## src/rtl/da_audio_pkg.sv

```systemverilog
// Shared audio constants and types for the DAC-side serial blocks.
package da_audio_pkg;

    localparam int I2S_SLOT_BITS   = 32;
    localparam int I2S_SAMPLE_BITS = 24;

    typedef struct packed {
        logic [I2S_SAMPLE_BITS-1:0] left;
        logic [I2S_SAMPLE_BITS-1:0] right;
    } stereo_t;

    // The divider needs an even count of at least 2, so odd ratios round up.
    function automatic int bck_div_for(input int mclk_per_bck);
        int d;
        d = (mclk_per_bck < 2) ? 2 : mclk_per_bck;
        return d + (d % 2);
    endfunction

endpackage

```

## src/rtl/i2s_tx_serializer_if.sv

```systemverilog
// Sample-pair handshake between the audio producer and the I2S transmitter.
interface i2s_tx_serializer_if #(
    parameter int SAMPLE_BITS = da_audio_pkg::I2S_SAMPLE_BITS
);
    logic [SAMPLE_BITS-1:0] in_left;
    logic [SAMPLE_BITS-1:0] in_right;
    logic                   in_valid;
    logic                   in_ready;

    modport master (output in_left, output in_right, output in_valid, input in_ready);
    modport slave  (input in_left, input in_right, input in_valid, output in_ready);
endinterface

```

## src/rtl/i2s_bck_gen.sv

```systemverilog
// Bit-clock divider: free-running div_cnt, registered bck, and a strobe on the
// last clkin cycle of each BCK period (the cycle whose edge drops bck).
module i2s_bck_gen #(
    parameter int BCK_DIV = 4,
    parameter int B       = 8
) (
    input  logic clkin,
    input  logic reset,
    output logic bck,
    output logic fall_evt
);
    localparam logic [B-1:0] DIV_LAST = B'(BCK_DIV - 1);
    localparam logic [B-1:0] DIV_HALF = B'(BCK_DIV / 2);

    logic [B-1:0] div_cnt_q, div_cnt_d;
    logic         bck_q, bck_d;

    assign fall_evt = (div_cnt_q == DIV_LAST);
    assign bck      = bck_q;

    always_comb begin
        div_cnt_d = fall_evt ? '0 : div_cnt_q + 1'b1;
        bck_d     = (div_cnt_d >= DIV_HALF);
    end

    always_ff @(posedge clkin) begin
        if (reset) begin
            div_cnt_q <= DIV_LAST;
            bck_q     <= 1'b0;
        end else begin
            div_cnt_q <= div_cnt_d;
            bck_q     <= bck_d;
        end
    end

endmodule

```

## src/rtl/i2s_tx_serializer.sv

```systemverilog
// I2S transmitter: one pending stereo pair plus the pair being shifted out,
// MSB-first with a one-BCK delay after each LRCK edge and zero padding.
module i2s_tx_serializer
    import da_audio_pkg::*;
#(
    parameter int BCK_DIV     = bck_div_for(4),
    parameter int SLOT_BITS   = I2S_SLOT_BITS,
    parameter int SAMPLE_BITS = I2S_SAMPLE_BITS,
    parameter int B           = 8
) (
    input  logic               clkin,
    input  logic               reset,
    i2s_tx_serializer_if.slave bus,
    input  logic               clear_underrun,
    output logic               bck,
    output logic               lrck,
    output logic               sdata,
    output logic               underrun
);
    localparam logic [B-1:0] BIT_LAST = B'(2 * SLOT_BITS - 1);
    localparam logic [B-1:0] SLOT_B   = B'(SLOT_BITS);
    localparam logic [B-1:0] SAMP_B   = B'(SAMPLE_BITS);
    localparam logic [SAMPLE_BITS-1:0] ONE = SAMPLE_BITS'(1);

    typedef struct packed {
        logic [SAMPLE_BITS-1:0] left;
        logic [SAMPLE_BITS-1:0] right;
    } pair_t;

    logic                   fall_evt, frame_evt, accept;
    logic [B-1:0]           bit_cnt_q, bit_cnt_d, k;
    logic                   lrck_q, lrck_d, sdata_q, sdata_d;
    logic                   underrun_q, underrun_d;
    logic                   pend_full_q, pend_full_d;
    pair_t                  pend_q, pend_d, word_q, word_d, in_pair;
    logic [SAMPLE_BITS-1:0] cur_word;

    i2s_bck_gen #(.BCK_DIV(BCK_DIV), .B(B)) u_bck_gen (
        .clkin   (clkin),
        .reset   (reset),
        .bck     (bck),
        .fall_evt(fall_evt)
    );

    assign bus.in_ready = !pend_full_q && !reset;
    assign accept       = bus.in_valid && bus.in_ready;
    assign frame_evt    = fall_evt && (bit_cnt_q == BIT_LAST);

    assign lrck     = lrck_q;
    assign sdata    = sdata_q;
    assign underrun = underrun_q;

    always_comb begin
        bit_cnt_d     = bit_cnt_q;
        lrck_d        = lrck_q;
        sdata_d       = sdata_q;
        underrun_d    = underrun_q;
        pend_full_d   = pend_full_q;
        pend_d        = pend_q;
        word_d        = word_q;
        k             = '0;
        cur_word      = '0;
        in_pair.left  = bus.in_left;
        in_pair.right = bus.in_right;

        // Bit k of a slot carries word[SAMPLE_BITS-k]; k=0 is the I2S delay bit.
        if (fall_evt) begin
            bit_cnt_d = (bit_cnt_q == BIT_LAST) ? '0 : bit_cnt_q + 1'b1;
            lrck_d    = (bit_cnt_d >= SLOT_B);
            k         = lrck_d ? bit_cnt_d - SLOT_B : bit_cnt_d;
            cur_word  = lrck_d ? word_q.right : word_q.left;
            sdata_d   = (k != '0) && (k <= SAMP_B)
                        && ((cur_word & (ONE << (SAMP_B - k))) != '0);
        end

        if (clear_underrun) underrun_d = 1'b0;

        // A new underrun in the same cycle as a clear takes precedence.
        if (frame_evt) begin
            if (pend_full_q) begin
                word_d      = pend_q;
                pend_full_d = 1'b0;
            end else if (accept) begin
                word_d = in_pair;
            end else begin
                word_d     = '0;
                underrun_d = 1'b1;
            end
        end else if (accept) begin
            pend_d      = in_pair;
            pend_full_d = 1'b1;
        end
    end

    always_ff @(posedge clkin) begin
        if (reset) begin
            bit_cnt_q   <= BIT_LAST;
            lrck_q      <= 1'b0;
            sdata_q     <= 1'b0;
            underrun_q  <= 1'b0;
            pend_full_q <= 1'b0;
            pend_q      <= '0;
            word_q      <= '0;
        end else begin
            bit_cnt_q   <= bit_cnt_d;
            lrck_q      <= lrck_d;
            sdata_q     <= sdata_d;
            underrun_q  <= underrun_d;
            pend_full_q <= pend_full_d;
            pend_q      <= pend_d;
            word_q      <= word_d;
        end
    end

endmodule
```

## src/flat_wrapper.sv

```systemverilog
// flat-port wrapper written by rule: the top's interface ports become plain ports
module i2s_tx_serializer_flat import da_audio_pkg::*;
#(
    parameter int BCK_DIV     = bck_div_for(4),
    parameter int SLOT_BITS   = I2S_SLOT_BITS,
    parameter int SAMPLE_BITS = I2S_SAMPLE_BITS,
    parameter int B           = 8
)
  (clkin, reset, clear_underrun, bck, lrck, sdata, underrun, bus_in_left, bus_in_right, bus_in_valid, bus_in_ready);
  i2s_tx_serializer_if #(.SAMPLE_BITS(SAMPLE_BITS)) bus_i ();
  input  logic clkin;
  input  logic reset;
  input  logic clear_underrun;
  output logic bck;
  output logic lrck;
  output logic sdata;
  output logic underrun;
  input wire logic [$bits(bus_i.in_left)-1:0] bus_in_left;
  input wire logic [$bits(bus_i.in_right)-1:0] bus_in_right;
  input wire logic [$bits(bus_i.in_valid)-1:0] bus_in_valid;
  output wire logic [$bits(bus_i.in_ready)-1:0] bus_in_ready;
  assign bus_i.in_left = bus_in_left;
  assign bus_i.in_right = bus_in_right;
  assign bus_i.in_valid = bus_in_valid;
  assign bus_in_ready = bus_i.in_ready;
  i2s_tx_serializer #(.BCK_DIV(BCK_DIV), .SLOT_BITS(SLOT_BITS), .SAMPLE_BITS(SAMPLE_BITS), .B(B)) u_core (.clkin(clkin), .reset(reset), .bus(bus_i), .clear_underrun(clear_underrun), .bck(bck), .lrck(lrck), .sdata(sdata), .underrun(underrun));
endmodule
```

## config.mk

```make
export PLATFORM = sky130hd
export DESIGN_NAME = i2s_tx_serializer_flat
export DESIGN_NICKNAME = d
export VERILOG_FILES = /design/src/rtl/da_audio_pkg.sv /design/src/rtl/i2s_tx_serializer_if.sv /design/src/rtl/i2s_bck_gen.sv /design/src/rtl/i2s_tx_serializer.sv /design/src/flat_wrapper.sv
export SDC_FILE = /design/constraint.sdc
export NUM_CORES = 1
export LEC_CHECK = 0
export CORE_AREA = 2 2 140 142
export DETAILED_ROUTE_END_ITERATION = 6
export DIE_AREA = 0 0 142 144
export GPL_TIMING_DRIVEN = 0
export SYNTH_ARGS = -nofsm -noshare
export SYNTH_HDL_FRONTEND = slang
export SYNTH_SLANG_ARGS = --single-unit
```

## constraint.sdc

```tcl
create_clock -name clkin -period 4 [get_ports clkin]
set_clock_uncertainty 0.15 [all_clocks]
set_input_delay 1 -clock clkin [delete_from_list [all_inputs] [get_ports clkin]]
set_output_delay 1 -clock clkin [all_outputs]
set_load 0.02 [all_outputs]
```

==> results.cfg <==
[worst_hold_path]
whs_endpoint = u_core.pend_q[6]
hp-start = u_core.pend_q[6]
hold_path.class = reg -> reg
hold_path_depth = 2

[place]
dpl_cell_area_um2 = 6410
dp_hpwl_um = 11700
place_congestion = 0.874
dp_slack_ns = 0.325
numPortBuffers = 55

[global_route]
grt_max_degree = 17
grt_pass1_wl_um = 26400
antenna_found_initial = 0
track_usage_pct = 16.7
grt_pass1_vias = 5059
grt_overflow_total = 0

[drt]
first_iter_violations = 306
routed-wl-met3_um = 751
wirelength_um = 16200
wl_met2_um = 7680
firstDrtPassIters = 5
drc = 0
via_count = 5267
top_layer = met4
wire_per_inst_um = 15.4
vias_per_cell = 5.00
antenna_left = 0
wl_met1_um = 7420

[logic_synthesis]
syn-mean-instance-area_um2 = 7.63
yosysWarnings = 0
ys_top_cells_by_area = dfxtp_1 (42%), nand2_1 (11%), nor2_1 (7.6%), a211oi_1 (6.5%), nor3_1 (5.6%)
ys_top_cells_by_count = nand2_1 (158), dfxtp_1 (117), nor2_1 (112)
yosysUniqueCellTypes = 52
ys_ff_latch = 117
async_flop_share_pct = 0
synth_area_um2 = 5560
synth_top_area_share_pct = 42.1
synthesis.instances = 729
synth-edff-count = 0
synth_most_common_cell = nand2_1
synth_ff_type = dfxtp_1
yosysSeqAreaShare_pct = 42.1
synth_nets = 785
synth.largest_area_cell = dfxtp_1

[sta]
period_minus_slack_ns = 3.44
rsz0062_at_grt = no
setup_ws_ns = 0.564
tightest_slew_ns = 0.648
period_share_pct = 85.9
fmax_ghz = 0.291
drv_slew = 0
setup-violations-final = 0
final.hold.worst_slack_ns = 0.303
slew_headroom_pct = 56.4
tns_ns = 0
hold_viol_final = 0

[critical_path]
cp_slowest_cell = clkdlybuf4s50_1
crit_family = buffers and inverters
cp_max_fo = 3
crit_arrival_ns = 2.29
rrSetupSlack_ns = 0.58
worst_setup_path_start_kind = primary input
crit_path_frequent_cell = clkdlybuf4s50_1
worstPathRequired_ns = 2.85
reg2reg_to = u_core.sdata
path_buf_inv = 2
cp_cell_sequence = clkdlybuf4s50_1 > nor2_1 > clkdlybuf4s50_1
cp-end-kind = output port
worst_r2r_startpoint = u_core.bit_cnt_q[0]
criticalPathCategory = in -> out
critPathMaxStageDelay_ns = 0.64
r2r_cells = 9

[cts]
cts_sinks = 117
root_buffer = clkbuf_16
cts_setup_buffers = 0
cts_resized = 0
insertion_delay_ns = 0.42
cts_buffer_depth = 2
cts_hold_buf = 0
tritoncts = done
cts-htree-levels = 4
clk_pin_slew_ns = 0.06
cts_buffers = 17

[power]
max-vdd-ir-drop_mv = 0.348
power_frac_clock_pct = 33.2
p_seq_share_pct = 32.1
p_comb_share_pct = 34.8
p_int_mw = 3.10
p_per_area_nw_per_um2 = 686
p_sw_share_pct = 35.8
p_sw_mw = 1.73
leakage_nw = 2.56

[floorplanning]
start_util_pct = 29.2
die_w_um = 142
fp.dieH_um = 144
rows = 51
coreArea_um2 = 19100
io_pins = 57
die_area_um2 = 20400

[final_layout]
design_area_um2 = 7040
antenna_cells = 0
drive_above_1_share_pct = 5.76
nets = 859
multi_input_area_um2 = 2940
seq_area_um2 = 2340
syn2layout_area_growth_pct = 26.5
fillers = 1967

[flow_run]
cap_violations = 0

[run_status]
outcome = completed
==> worst reg2reg max path, delay by kind of cell, from the launching register on <==
family | cells | cell delay (ns)
AO/OA/AOI/OAI | 2 | 0.68
buffers and inverters | 1 | 0.15
flip-flops | 1 | 0.44
multiplexers | 2 | 0.82
AND/OR/NAND/NOR | 4 | 1.09
==> cell type report <==
cell class / instances / area share, %
clock inverter: 13 / 2.40
clock buffer: 19 / 6.43
inverter: 3 / 0.160
multi-input combinational: 544 / 41.8
buffer: 65 / 3.86
tap: 238 / 4.23
timing repair buffer: 55 / 7.82
sequential: 117 / 33.3
==> metrics by stage <==
step / power, mW / util, % / cells
6_report: 4.83 / 36.9 / 1054
5_1_grt: 5.14 / 36.9 / 1054
4_1_cts: 4.85 / 36.9 / 1054
3_5_place_dp: 3.24 / 33.6 / 1022
3_3_place_gp: 3.23 / 33.6 / 1022
2_1_floorplan: 2.75 / - / 729
==> placed cells by master, fill, tap and decap left out, types with 4 or more instances in the layout <==
cell             count
a211oi_1            48
a21oi_1             54
and3_1               8
buf_2                7
clkbuf_1            53
clkbuf_16           17
clkdlybuf4s50_1     55
dfxtp_1            117
ha_1                 4
inv_6                4
mux2i_1              8
mux4_1               6
nand2_1            158
nand3_1             13
nor2_1             112
nor3_1              62
o21ai_0              8
o22ai_1              4
xnor2_1              5
xor2_1               8
==> flip-flops by register name, summed over array words and instances, names as in the netlist <==
register and flops:
u_core.pend_q 48, u_core.underrun 1, u_core.bit_cnt_q 8, u_core.sdata 1, u_core.word_q 48, u_core.pend_full_q 1, u_core.u_bck_gen.bck 1, u_core.lrck 1
u_core.u_bck_gen.div_cnt_q 8
==> cells by family after synthesis <==
| group | count (synthesis) | share of synthesized area [%] |
|---|---|---|
| xor+xnor | 13 | 2.05 |
| compound gates | 135 | 15.9 |
| flops | 117 | 42.1 |
| mux | 16 | 5.08 |
| buf+inv | 68 | 5.08 |
| simple gates | 376 | 28.9 |
| fa+ha+maj | 4 | 0.900 |
==> how the worst max path moves through the flow <==
stage,slack [ns],end,cells past startpoint,from
floorplan,0.92,u_core.sdata,9,u_core.bit_cnt_q[2]
global placement,0.31,u_core.word_q[11],9,u_core.bit_cnt_q[0]
detailed placement,0.32,u_core.word_q[11],9,u_core.bit_cnt_q[0]
CTS,0.32,u_core.word_q[11],9,u_core.bit_cnt_q[0]
global route,0.36,u_core.word_q[11],9,u_core.bit_cnt_q[0]
finish,0.56,bus_in_ready,3,reset
==> metal layers <==
| layer | global-route usage (%) | up-vias |
|---|---|---|
| li1 | - | 2677 |
| met1 | 21.6 | 2451 |
| met2 | 26.9 | 117 |
| met3 | 3.97 | 22 |
| met4 | 6.74 | 0 |
| met5 | 0 | - |
==> power groups by stage <==
stage | logic [mW] | clock network (mW) | registers, mW
global route | 1.89 | 1.68 | 1.57
CTS | 1.68 | 1.62 | 1.55
global placement | 1.66 | 0 | 1.57
finish | 1.68 | 1.60 | 1.55
detailed placement | 1.67 | 0 | 1.57
floorplan | 1.23 | 0 | 1.52
Note: power is estimated with default switching activity, not from simulation.
